--- src/rtl/regfile_pkg.sv ---
// regfile_pkg: shared types and constants for the register-file write arbiter
//   AW/DW    register address and data widths
//   REG_ZERO hard-wired zero register; never written, never hazards
//   wr_req_t one buffered write (destination + data)
//   hazard   true when a buffered destination collides with an address
package regfile_pkg;
    localparam int AW = 5;
    localparam int DW = 64;
    localparam logic [AW-1:0] REG_ZERO = 5'd31;
    typedef struct packed {
        logic [AW-1:0] addr;
        logic [DW-1:0] data;
    } wr_req_t;
    function automatic logic hazard(input logic [AW-1:0] entry, input logic [AW-1:0] a);
        return entry == a && entry != REG_ZERO;
    endfunction
endpackage

--- src/rtl/wr_fifo.sv ---
// wr_fifo: DEPTH-entry circular FIFO of pending register writes
//   clk, reset    clock, async active-high reset (empties the FIFO)
//   push, din     enqueue din (caller guarantees !full)
//   pop           dequeue head (caller guarantees !empty)
//   head          oldest entry
//   full, empty   occupancy flags
//   valid         per-slot occupancy, for address compares
//   head_oh       one-hot slot of the head entry
//   addr          per-slot destination addresses
module wr_fifo
    import regfile_pkg::*;
#(
    parameter int DEPTH = 2
) (
    input  logic                       clk,
    input  logic                       reset,
    input  logic                       push,
    input  logic                       pop,
    input  wr_req_t                    din,
    output wr_req_t                    head,
    output logic                       full,
    output logic                       empty,
    output logic [DEPTH-1:0]           valid,
    output logic [DEPTH-1:0]           head_oh,
    output logic [DEPTH-1:0][AW-1:0]   addr
);
    localparam int PW = $clog2(DEPTH);
    wr_req_t mem [DEPTH];
    logic [PW-1:0] wp, rp, off;
    logic [PW:0] count;
    always_ff @(posedge clk or posedge reset) begin
        if (reset) begin
            wp    <= '0;
            rp    <= '0;
            count <= '0;
        end else begin
            if (push) wp <= wp + 1'b1;
            if (pop) rp <= rp + 1'b1;
            count <= count + (PW+1)'(push) - (PW+1)'(pop);
        end
    end
    always_ff @(posedge clk)
        if (push) mem[wp] <= din;
    always_comb begin
        full  = count == (PW+1)'(DEPTH);
        empty = count == '0;
        head  = mem[rp];
        off   = '0;
        for (int i = 0; i < DEPTH; i++) begin
            // a slot is occupied when its distance from the read pointer is below count
            off        = PW'(i) - rp;
            valid[i]   = {1'b0, off} < count;
            head_oh[i] = PW'(i) == rp;
            addr[i]    = mem[i].addr;
        end
    end
endmodule

--- src/rtl/regfile_wr_arbiter.sv ---
// regfile_wr_arbiter: shares the register-file write port between ALU (port 0) and MEM (port 1)
//   clk, reset                  clock, async active-high reset
//   reqN_valid/ready/addr/data  buffered writeback request ports
//   rd_addr1, rd_addr2          decode read addresses
//   raw_stall                   a read address hits a buffered, not-issuing write
//   RegWrite/WriteRegister/WriteData  register-file write port (captured on falling edge)
module regfile_wr_arbiter
    import regfile_pkg::*;
#(
    parameter int DEPTH = 2
) (
    input  logic          clk,
    input  logic          reset,
    input  logic          req0_valid,
    output logic          req0_ready,
    input  logic [AW-1:0] req0_addr,
    input  logic [DW-1:0] req0_data,
    input  logic          req1_valid,
    output logic          req1_ready,
    input  logic [AW-1:0] req1_addr,
    input  logic [DW-1:0] req1_data,
    input  logic [AW-1:0] rd_addr1,
    input  logic [AW-1:0] rd_addr2,
    output logic          raw_stall,
    output logic          RegWrite,
    output logic [AW-1:0] WriteRegister,
    output logic [DW-1:0] WriteData
);
    logic [1:0] push, pop, full, empty;
    logic [1:0][DEPTH-1:0] valid, head_oh;
    logic [1:0][DEPTH-1:0][AW-1:0] addr;
    wr_req_t head [2];
    wr_req_t cur;
    logic rr, sel1, issue, waw0, waw1;
    wr_fifo #(.DEPTH(DEPTH)) u_fifo0 (
        .clk(clk), .reset(reset), .push(push[0]), .pop(pop[0]),
        .din(wr_req_t'{addr: req0_addr, data: req0_data}), .head(head[0]),
        .full(full[0]), .empty(empty[0]), .valid(valid[0]), .head_oh(head_oh[0]), .addr(addr[0])
    );
    wr_fifo #(.DEPTH(DEPTH)) u_fifo1 (
        .clk(clk), .reset(reset), .push(push[1]), .pop(pop[1]),
        .din(wr_req_t'{addr: req1_addr, data: req1_data}), .head(head[1]),
        .full(full[1]), .empty(empty[1]), .valid(valid[1]), .head_oh(head_oh[1]), .addr(addr[1])
    );
    always_ff @(posedge clk or posedge reset) begin
        if (reset) rr <= 1'b0;
        else if (!empty[0] && !empty[1]) rr <= !rr;
    end
    always_comb begin
        // a same-cycle race on one address lets port 0 go first; otherwise each port
        // waits until the other port's older write to that address has drained
        waw0 = 1'b0;
        waw1 = req0_valid && req0_addr == req1_addr;
        for (int i = 0; i < DEPTH; i++) begin
            waw0 |= valid[1][i] && addr[1][i] == req0_addr;
            waw1 |= valid[0][i] && addr[0][i] == req1_addr;
        end
        waw0 &= req0_addr != REG_ZERO;
        waw1 &= req1_addr != REG_ZERO;
        req0_ready = !full[0] && !waw0;
        req1_ready = !full[1] && !waw1;
        push = {req1_valid && req1_ready, req0_valid && req0_ready};
        issue = !(empty[0] && empty[1]);
        sel1  = !empty[1] && (empty[0] || rr);
        pop   = {sel1, !empty[0] && !sel1};
        cur   = head[sel1];
        RegWrite      = issue && cur.addr != REG_ZERO;
        WriteRegister = issue ? cur.addr : '0;
        WriteData     = issue ? cur.data : '0;
        // the issuing head is written this cycle, so it no longer blocks decode
        raw_stall = 1'b0;
        for (int p = 0; p < 2; p++)
            for (int i = 0; i < DEPTH; i++)
                raw_stall |= valid[p][i] && !(pop[p] && head_oh[p][i]) &&
                             (hazard(addr[p][i], rd_addr1) || hazard(addr[p][i], rd_addr2));
    end
endmodule

--- config.mk ---
export PLATFORM = sky130hd
export DESIGN_NAME = regfile_wr_arbiter
export DESIGN_NICKNAME = d
export VERILOG_FILES = /design/src/rtl/regfile_pkg.sv /design/src/rtl/wr_fifo.sv /design/src/rtl/regfile_wr_arbiter.sv
export SDC_FILE = /design/constraint.sdc
export NUM_CORES = 1
export LEC_CHECK = 0
export ABC_AREA = 0
export CAP_MARGIN = 5
export CELL_PAD_IN_SITES_DETAIL_PLACEMENT = 0
export CELL_PAD_IN_SITES_GLOBAL_PLACEMENT = 1
export CORE_MARGIN = 5
export CORE_UTILIZATION = 39
export DETAILED_ROUTE_END_ITERATION = 12
export PLACE_DENSITY_LB_ADDON = 0.2
export SYNTH_ARGS = -nofsm -noshare
export SYNTH_HDL_FRONTEND = slang
export SYNTH_SLANG_ARGS = --single-unit
--- constraint.sdc ---
create_clock -name clk -period 4.88 [get_ports clk]
set_clock_uncertainty 0.15 [all_clocks]
set_input_delay 0.976 -clock clk [delete_from_list [all_inputs] [get_ports clk]]
set_output_delay 0.976 -clock clk [all_outputs]
set_load 0.005 [all_outputs]
==> flow_metrics.tcl, run 1 <==
set metrics [dict create \
    final_nets 1147 \
    rsz0062_at_grt "false" \
    rr_worst_depth 7 \
    path_clk_slew_ns 0.06 \
    drt-total-wl_um 29400 \
    timing.final.ws_setup_ns 0.359 \
    power_mw 10.2 \
    finalCriticalPeriod_ns 4.52 \
    viasPerCell 5.08 \
    clock_latency_ns 0.55 \
    critPathLaunchType "register" \
    fp.dieH_um 186 \
    ant_nets 0 \
    cp.arrival_ns 3.40 \
    ys_ff_latch 285 \
    cts_resized 0 \
    path_cells "nor2_1 > o22ai_2 > inv_6 > buf_4 > a211oi_1 > a211oi_1 > clkdlybuf4s50_1" \
    reg2reg_slack_ns 1.58 \
    whs_endpoint "rr" \
    cts_made_buffers 31 \
    gp_congestion 0.806 \
    sequentialPowerShare_pct 36.8 \
    dp_hpwl_um 18600 \
    antenna_found_initial 3 \
    r2r_start "u_fifo1.rp" \
    fin_util_pct 51.6 \
    grt_usage_pct 16.5 \
    start_util_pct 39.6 \
    power.leakage_nw 5.26 \
    reg2reg_to "u_fifo0.mem[0][1]" \
    combPwrFrac_pct 42.1 \
    grt_pass1_vias 7361 \
    synth.distinct_cells 37 \
    internal-power_mw 6.77 \
    nFillCells 2626 \
    placedCellCount 1354 \
    port_buffers 224 \
    die_area_um2 34700 \
    critPathRequiredTime_ns 3.75 \
    placed_area_um2 14800 \
    gr-total-overflow 0 \
    cts_setup_buffers 0 \
    critPathMaxFanout 63 \
    outcome "finished, final reports clean" \
    grt_max_degree 102 \
    multi_input_area_um2 3340 \
    max_slew_margin_pct 24.4 \
    cts.sinks 285 \
    end_kind "output port" \
    slowest_delay_ns 0.59 \
    holdWs_ns 0.353 \
    fin_crit_sh_pct 92.6 \
    layout_common_cells "276 x edfxtp_1, 224 x clkdlybuf4s50_1, 130 x a211oi_1, 73 x nor2b_1, 72 x mux2i_1" \
    cts_root_buffer "clkbuf_16" \
    slew_violations 0 \
    clock_tree.buffer_depth 3 \
    vdd_drop_max_v 0.000541 \
    fin_tns_setup_ns 0 \
    cts_max_level 1 \
    drive_gt1_share_pct 7.58 \
    slowest_stage "clkdlybuf4s50_1" \
    cpMostUsedCell "a211oi_1" \
    maxCapViolCount 0 \
    drt_pass1_iterations 4 \
    final_common_cell "edfxtp_1" \
    hold_violations 0 \
    drc 0 \
    syn-num-nets 933 \
    hp-class "reg2reg" \
    pwr_density_cell_nw_per_um2 644 \
    hold_start "rr" \
    regArea_um2 8520 \
    grt_pass1_wl_um 43700 \
    coreArea_um2 30600 \
    dp_slack_ns 0.604 \
    synth_warnings 0 \
    syn_to_final_growth_pct 30.3 \
    p_sw_mw 3.40 \
    ys_seq_area_share_pct 70.3 \
    fmax_mhz 221 \
    worstMarginPinSlew_ns 1.13 \
    syn_area_um2 12100 \
    wl_per_cell_um 20.8 \
    synthCells 777 \
    fin_cells 1414 \
    power.share.clock_pct 21.1 \
    vias 7184 \
    crit_type "reg2out" \
    drtIter0Drc 412 \
    setup_viol 0 \
    fp.dieW_um 186 \
    whs_path_depth 1 \
    hold_buffers 0 \
    stdcell_area_um2 15800 \
    avgSynthCellArea_um2 15.6 \
    io_pins 225 \
    rows 64 \
    cts_tree "built" \
    swShare_pct 33.4 \
]
-- power groups by stage --
stage	clock [mW]	sequential, mW	combinational [mW]
final	2.14	3.75	4.28
after global routing	2.30	3.81	4.67
after CTS	2.20	3.75	4.38
after detailed placement	0	3.80	4.35
after global placement	0	3.78	4.35
after floorplan	0	3.60	2.31
-- cells in the mapped netlist, drive strengths merged --
cell	number	area, µm²
mux2	3	33.8
o21ai	3	15.0
and3	3	18.8
o2bb2a	1	10.0
nor2	10	37.5
nand2	2	7.51
or4	1	11.3
edfxtp	276	8290
o22a	1	8.76
o221ai	2	17.5
xnor2	42	368
inv	7	26.3
nor3	9	45.0
nor4	3	18.8
ha	4	50.1
dfrtp	9	225
o2111ai	1	8.76
a22oi	1	7.51
a31oi	3	18.8
and4	3	26.3
buf	25	128
a221oi	2	17.5
o32ai	1	16.3
nor2b	74	463
xor2	32	280
and2	1	6.26
clkbuf	35	131
nand4	2	12.5
mux2i	72	721
nand3	11	55.1
a21oi	5	25.0
o22ai	2	18.8
a211oi	131	988
-- metal layers --
metal	vias up	part of all wire, %	track usage, %
met2	196	49	27.8
met4	2	1.7	3.44
li1	3471	-	-
met3	35	6.5	3.95
met5	-	0.044	0
met1	3480	43	22.0
-- logic make-up after synthesis --
logic type | Yosys count | synth area share, %
flops | 285 | 70.3
compound gates | 153 | 9.52
simple gates | 119 | 5.80
mux | 75 | 6.23
xor+xnor | 74 | 5.35
buf+inv | 67 | 2.36
fa+ha+maj | 4 | 0.413
-- critical path: cells and delay by family (launching register included) --
kind	cells	cell delay [ns]
simple gates	1	0.18
compound gates	3	0.71
flops	1	0.47
buf+inv	3	1.41
-- area by class of cell --
class / instances / share of cell area [%]
inverter: 7 / 0.198
sequential: 285 / 54.0
clock buffer: 34 / 4.99
clock inverter: 24 / 0.968
antenna: 2 / 0.0317
multi-input combinational: 425 / 21.2
tap: 396 / 3.14
timing repair buffer: 241 / 15.5
-- state kept, by name (all words and copies together) (netlist names) --
| register | count |
|---|---|
| u_fifo0.rp | 1 |
| u_fifo0.mem | 138 |
| u_fifo1.mem | 138 |
| u_fifo1.wp | 1 |
| u_fifo0.count | 2 |
| u_fifo1.rp | 1 |
| rr | 1 |
| u_fifo0.wp | 1 |
| u_fifo1.count | 2 |
-- worst max path at each step --
stage	startpoint	end	slack [ns]	cells past startpoint
CTS	u_fifo0.count[1]	WriteData[35]	0.15	7
global route	u_fifo0.count[1]	WriteData[35]	0.15	7
floorplan	req1_addr[0]	u_fifo1.mem[0][0]	-0.23	5
detailed placement	req0_addr[3]	req0_ready	0.60	6
finish	u_fifo0.count[1]	WriteData[35]	0.36	7
global placement	req0_addr[3]	req0_ready	0.63	6
No activity file was read; power rests on OpenSTA's default activity.
==> run 2: changes to the inputs <==
CAP_MARGIN = 30   (was 5)
==> run 2 against run 1 <==
Sequential power decreased by 2%. Largest cell class unchanged. Via count increased by 0.18%. Global-route usage about the same. Largest power group unchanged. Worst hold slack got worse by 0.011 ns. First-iteration DRC count decreased by 22%. Register-to-register slack improved by 0.11 ns. Sequential share of layout area decreased by 0.29 points. Highest routed layer unchanged. Count of clock-buffer cells in the layout increased by 1. Maximum frequency decreased by 1.7%. Critical path depth unchanged. Clock power increased by 6%.
==> flow_metrics.tcl, run 2 (same netlist as run 1, synthesis figures left out) <==
set metrics [dict create \
    hold_buffers 0 \
    dp_slack_ns 0.594 \
    coreArea_um2 30600 \
    fmax_mhz 217 \
    cts.sinks 285 \
    cts_root_buffer "clkbuf_16" \
    ant_nets 0 \
    rows 64 \
    drive_gt1_share_pct 7.77 \
    gr-total-overflow 0 \
    gp_congestion 0.806 \
    critPathLaunchType "register" \
    outcome "finished, final reports clean" \
    final_common_cell "edfxtp_1" \
    start_util_pct 39.6 \
    setup_viol 0 \
    final_nets 1148 \
    rsz0062_at_grt "false" \
    io_pins 225 \
    cp.arrival_ns 3.48 \
    grt_usage_pct 16.5 \
    drtIter0Drc 323 \
    power.leakage_nw 5.30 \
    die_area_um2 34700 \
    nFillCells 2626 \
    clock_tree.buffer_depth 3 \
    clock_latency_ns 0.55 \
    cts_setup_buffers 0 \
    vdd_drop_max_v 0.000360 \
    hp-class "reg2reg" \
    worstMarginPinSlew_ns 0.752 \
    crit_type "reg2out" \
    cts_tree "built" \
    cts_max_level 1 \
    antenna_found_initial 4 \
    wl_per_cell_um 20.6 \
    port_buffers 224 \
    grt_max_degree 74 \
    vias 7197 \
    syn_to_final_growth_pct 31.0 \
    fin_util_pct 51.8 \
    cts_made_buffers 31 \
    end_kind "output port" \
    finalCriticalPeriod_ns 4.60 \
    grt_pass1_wl_um 43800 \
    drt_pass1_iterations 4 \
    critPathRequiredTime_ns 3.75 \
    maxCapViolCount 0 \
    max_slew_margin_pct 49.8 \
    critPathMaxFanout 63 \
    reg_top3 "u_fifo0.mem: 138 flops, u_fifo1.mem: 138 flops" \
    pwr_density_cell_nw_per_um2 650 \
    viasPerCell 5.09 \
    hold_violations 0 \
    path_clk_slew_ns 0.06 \
    cts_resized 0 \
    slew_violations 0 \
    timing.final.ws_setup_ns 0.278 \
    grt_pass1_vias 7440 \
    fp.dieH_um 186 \
    fp.dieW_um 186 \
    fin_crit_sh_pct 94.3 \
    layout_common_cells "276 x edfxtp_1, 224 x clkdlybuf4s50_1, 130 x a211oi_1, 73 x nor2b_1, 72 x mux2i_1" \
    dp_hpwl_um 18700 \
    drt-total-wl_um 29200 \
    drc 0 \
]
run 2: changes by cell type in the layout (fill, tap and decap cells not counted):
cell	delta
bufinv_16	+2
clkinv_1	-2
inv_6	-2
buf_16	+1
clkbuf_1	+1
clkinvlp_4	-1
inv_16	+1
inv_4	+1
run 2: cell type report:
cell class / instances / area (µm²) / share of cell area, %
flip-flops and latches: 285 / 8520 / 53.7
multi-input cells: 425 / 3340 / 21.0
repair buffers: 242 / 2470 / 15.6
clock buffers: 35 / 791 / 4.99
well taps: 396 / 495 / 3.12
clock inverters: 23 / 209 / 1.32
inverters: 7 / 28.8 / 0.181
diodes: 2 / 5.00 / 0.0316
run 2: path summary, 6_finish.rpt:
path | from | endpoint | slack, ns | depth (start not counted)
worst max-delay path | u_fifo0.count[1] | WriteData[35] | 0.28 | 7
worst min-delay path | rr | rr | 0.34 | 1
worst max register to register | u_fifo1.rp | u_fifo0.mem[0][1] | 1.69 | 7
worst min register to register | rr | rr | 0.34 | 1
max in group asynchronous | reset | u_fifo0.rp | 3.75 | 2
min in group asynchronous | reset | u_fifo0.wp | 0.54 | 2
run 2: report_power, final:
group	internal [mW]	switching, mW	leakage, nW
Clock	1.33	0.938	0.492
Sequential	3.38	0.276	2.66
Combinational	2.19	2.18	2.15
run 2: critical path: stages (launching register included):
cell and delay, ns:
dfrtp_1 0.48, nor2_1 0.19, o22ai_2 0.17, inv_4 0.58
buf_4 0.39, a211oi_1 0.08, a211oi_1 0.38, clkdlybuf4s50_1 0.60
run 2: metal layers:
| metal | vias to the layer above | global-route usage [%] | routed length [µm] |
|---|---|---|---|
| li1 | 3468 | - | - |
| met1 | 3484 | 22.2 | 12300 |
| met2 | 204 | 27.4 | 14300 |
| met3 | 37 | 3.93 | 2050 |
| met4 | 4 | 4.05 | 487 |
| met5 | - | 0 | 34 |
run 2: stage by stage:
step	cells	power, mW	instance area (µm²)	hold slack, ns	setup TNS, ns
floorplan	777	5.91	12100	0.315	-31.28
global placement	1354	8.13	14800	0.335	0
detailed placement	1355	8.17	14900	0.336	0
CTS	1413	10.5	15900	0.349	0
global route	1415	10.9	15900	0.364	0
finish	1415	10.3	15900	0.343	0
==> run 3: changes to the inputs <==
ABC_AREA = 1   (was 0)
CORE_UTILIZATION = 37   (was 39)
MAX_ROUTING_LAYER = met4   (was unset)
==> run 3 against run 2 <==
Register-to-register slack better by 0.21 ns. Count of clock-buffer cells in the layout down 1. Critical path type unchanged. Synthesized area up 1.4%. Final cell count up 27%. Wire length up 17%. Worst setup slack better by 0.0090 ns. Sequential power down 2%. Global-route usage up 2.2 points. Critical path depth up 1.
==> flow_metrics.tcl, run 3 <==
set metrics [dict create \
    fin_crit_sh_pct 94.1 \
    vias 8612 \
    pwr_density_cell_nw_per_um2 649 \
    synth.distinct_cells 30 \
    reg_top3 "u_fifo0.mem: 138 flops, u_fifo1.mem: 138 flops" \
    rr_worst_depth 9 \
    antenna_found_initial 5 \
    cts_tree "built" \
    synth-main-ff-cell "edfxtp_1" \
    hold_violations 0 \
    wl_per_cell_um 19.0 \
    finalCriticalPeriod_ns 4.59 \
    cts_made_buffers 31 \
    rows 66 \
    critPathMaxFanout 56 \
    drc 0 \
    outcome "finished, final reports clean" \
    max_slew_margin_pct 53.9 \
    syn_to_final_growth_pct 30.9 \
    drt-total-wl_um 34100 \
    r2r_start "u_fifo0.rp" \
    fp.dieH_um 192 \
    path_clk_slew_ns 0.06 \
    clock_latency_ns 0.57 \
    cts_resized 0 \
    drtIter0Drc 388 \
    ant_nets 0 \
    clock_tree.buffer_depth 3 \
    start_util_pct 37.6 \
    grtUsageMet2_pct 31.0 \
    grt_pass1_wl_um 51400 \
    cts_max_level 1 \
    yosysMostFrequentCell "nand2_1" \
    avgSynthCellArea_um2 11.2 \
    io_pins 225 \
    hold_start "u_fifo0.wp" \
    synthCells 1099 \
    cts_root_buffer "clkbuf_16" \
    cp.arrival_ns 3.47 \
    setup_viol 0 \
    worstMarginPinSlew_ns 0.692 \
    drive_gt1_share_pct 7.13 \
    fin_tns_setup_ns 0 \
    power.leakage_nw 6.04 \
    synth_edf_count 276 \
    vdd_drop_max_v 0.000342 \
    synth_area_leaders "edfxtp_1 68%, nand2_1 15%, a31oi_1 2.8%" \
    crit_type "reg2out" \
    synthTopCellsByCount "487 x nand2_1, 276 x edfxtp_1, 55 x a31oi_1" \
    fin_cells 1795 \
    gr-total-overflow 0 \
    grt_use_met1_pct 23.7 \
    port_buffers 224 \
    drt_pass1_iterations 5 \
    final_nets 1478 \
    rsz0062_at_grt "false" \
    die_area_um2 36900 \
    hold_buffers 0 \
    syn_area_um2 12300 \
    critPathRequiredTime_ns 3.75 \
    grt_max_degree 57 \
    coreArea_um2 32600 \
    async_flop_share_pct 3.16 \
    reg2reg_to "u_fifo1.mem[0][24]" \
    top_usage_layer "met2" \
    critPathLaunchType "register" \
    hp-class "reg2reg" \
    synth.top_cell.area_share_pct 67.5 \
    grt_pass1_vias 8908 \
    met3_usage_pct 4.38 \
    fp.dieW_um 192 \
    ys_ff_latch 285 \
    fmax_mhz 218 \
    cts.sinks 285 \
    viasPerCell 4.80 \
    grt_usage_pct 18.7 \
    reg2reg_slack_ns 1.90 \
    slew_violations 0 \
    ys_seq_area_share_pct 69.4 \
    syn-num-nets 1255 \
    whs_endpoint "u_fifo0.wp" \
    fin_util_pct 49.2 \
    final_common_cell "nand2_1" \
    layout_common_cells "487 x nand2_1, 276 x edfxtp_1, 224 x clkdlybuf4s50_1, 55 x a31oi_1, 47 x inv_1" \
    netlist.top_cell.by_area "edfxtp_1" \
    placedCellCount 1730 \
    dp_hpwl_um 22000 \
    synth_warnings 0 \
    whs_path_depth 2 \
    maxCapViolCount 0 \
    gp_congestion 0.850 \
    end_kind "output port" \
]
run 3: cell types whose count changed in the layout (fill, tap and decap cells not counted), moves of 9 or more:
| cell | delta |
|---|---|
| nand2_1 | +485 |
| a211oi_1 | -130 |
| nor2b_1 | -73 |
| mux2i_1 | -72 |
| a31oi_1 | +52 |
| inv_1 | +41 |
| xnor2_1 | -32 |
| nor2_1 | +25 |
| a21oi_1 | +14 |
| nand3_1 | +11 |
| nand2_2 | +10 |
| a31oi_2 | +9 |
run 3: logic make-up after synthesis:
kind of cell / share of synthesized area [%]
DFF: 69.4
xor gates and xnor gates: 2.71
buffers and inverters: 3.94
and+or+nand+nor: 18.5
AOI/OAI and AO/OA: 5.09
adders and majority gates: 0.408
run 3: critical path, cell delays in order, from the launching register on:
cell,delay (ns)
dfrtp_1,0.42
inv_1,0.08
nand2_1,0.19
nand2_4,0.39
nor2_4,0.48
buf_12,0.34
nand2_1,0.08
a31oi_1,0.28
clkdlybuf4s50_1,0.57
run 3: worst max-delay path by stage:
stage | slack, ns | endpoint | depth (start not counted) | start
after floorplan | 0.96 | u_fifo1.mem[1][0] | 9 | req1_addr[3]
after global placement | 0.79 | req0_ready | 6 | req0_addr[4]
after detailed placement | 0.77 | req0_ready | 8 | req0_addr[1]
after CTS | 0.16 | WriteData[25] | 8 | u_fifo1.count[0]
after global routing | 0.02 | WriteData[32] | 8 | u_fifo1.count[0]
final | 0.29 | WriteData[25] | 8 | u_fifo1.count[0]
run 3: final cells by class:
type	count	area, µm²
flip-flops and latches	285	8510
diodes	6	15.0
multi-input cells	713	3320
clock buffers	34	787
repair buffers	238	2410
fillers	2911	16600
inverters	53	201
well taps	442	553
clock inverters	24	263
run 3: metal layers:
| layer | vias to the layer above | wire (µm) |
|---|---|---|
| met3 | 47 | 2340 |
| met5 | - | 0 |
| met2 | 243 | 16600 |
| met1 | 4130 | 14600 |
| li1 | 4192 | - |
| met4 | 0 | 631 |
run 3: power by group:
part           total [mW]  switching [mW]  internal, mW
logic                4.44            2.49          1.95
registers            3.60           0.242          3.36
clock network        2.39           0.958          1.43
run 3: what timing repair did:
item                                   in CTS  in global routing
endpoints found under the hold margin       0                  0
setup endpoints to repair                   0                  2
setup buffers                               0                  0
run 3: stage by stage:
| stage | area, µm² | power [mW] | setup slack, ns | hold slack [ns] |
|---|---|---|---|---|
| floorplan | 12300 | 5.88 | 0.965 | 0.292 |
| global placement | 15000 | 8.13 | 0.786 | 0.304 |
| detailed placement | 15000 | 8.15 | 0.772 | 0.317 |
| CTS | 16000 | 10.6 | 0.163 | 0.334 |
| global route | 16100 | 11.1 | 0.0168 | 0.360 |
| finish | 16100 | 10.4 | 0.287 | 0.331 |
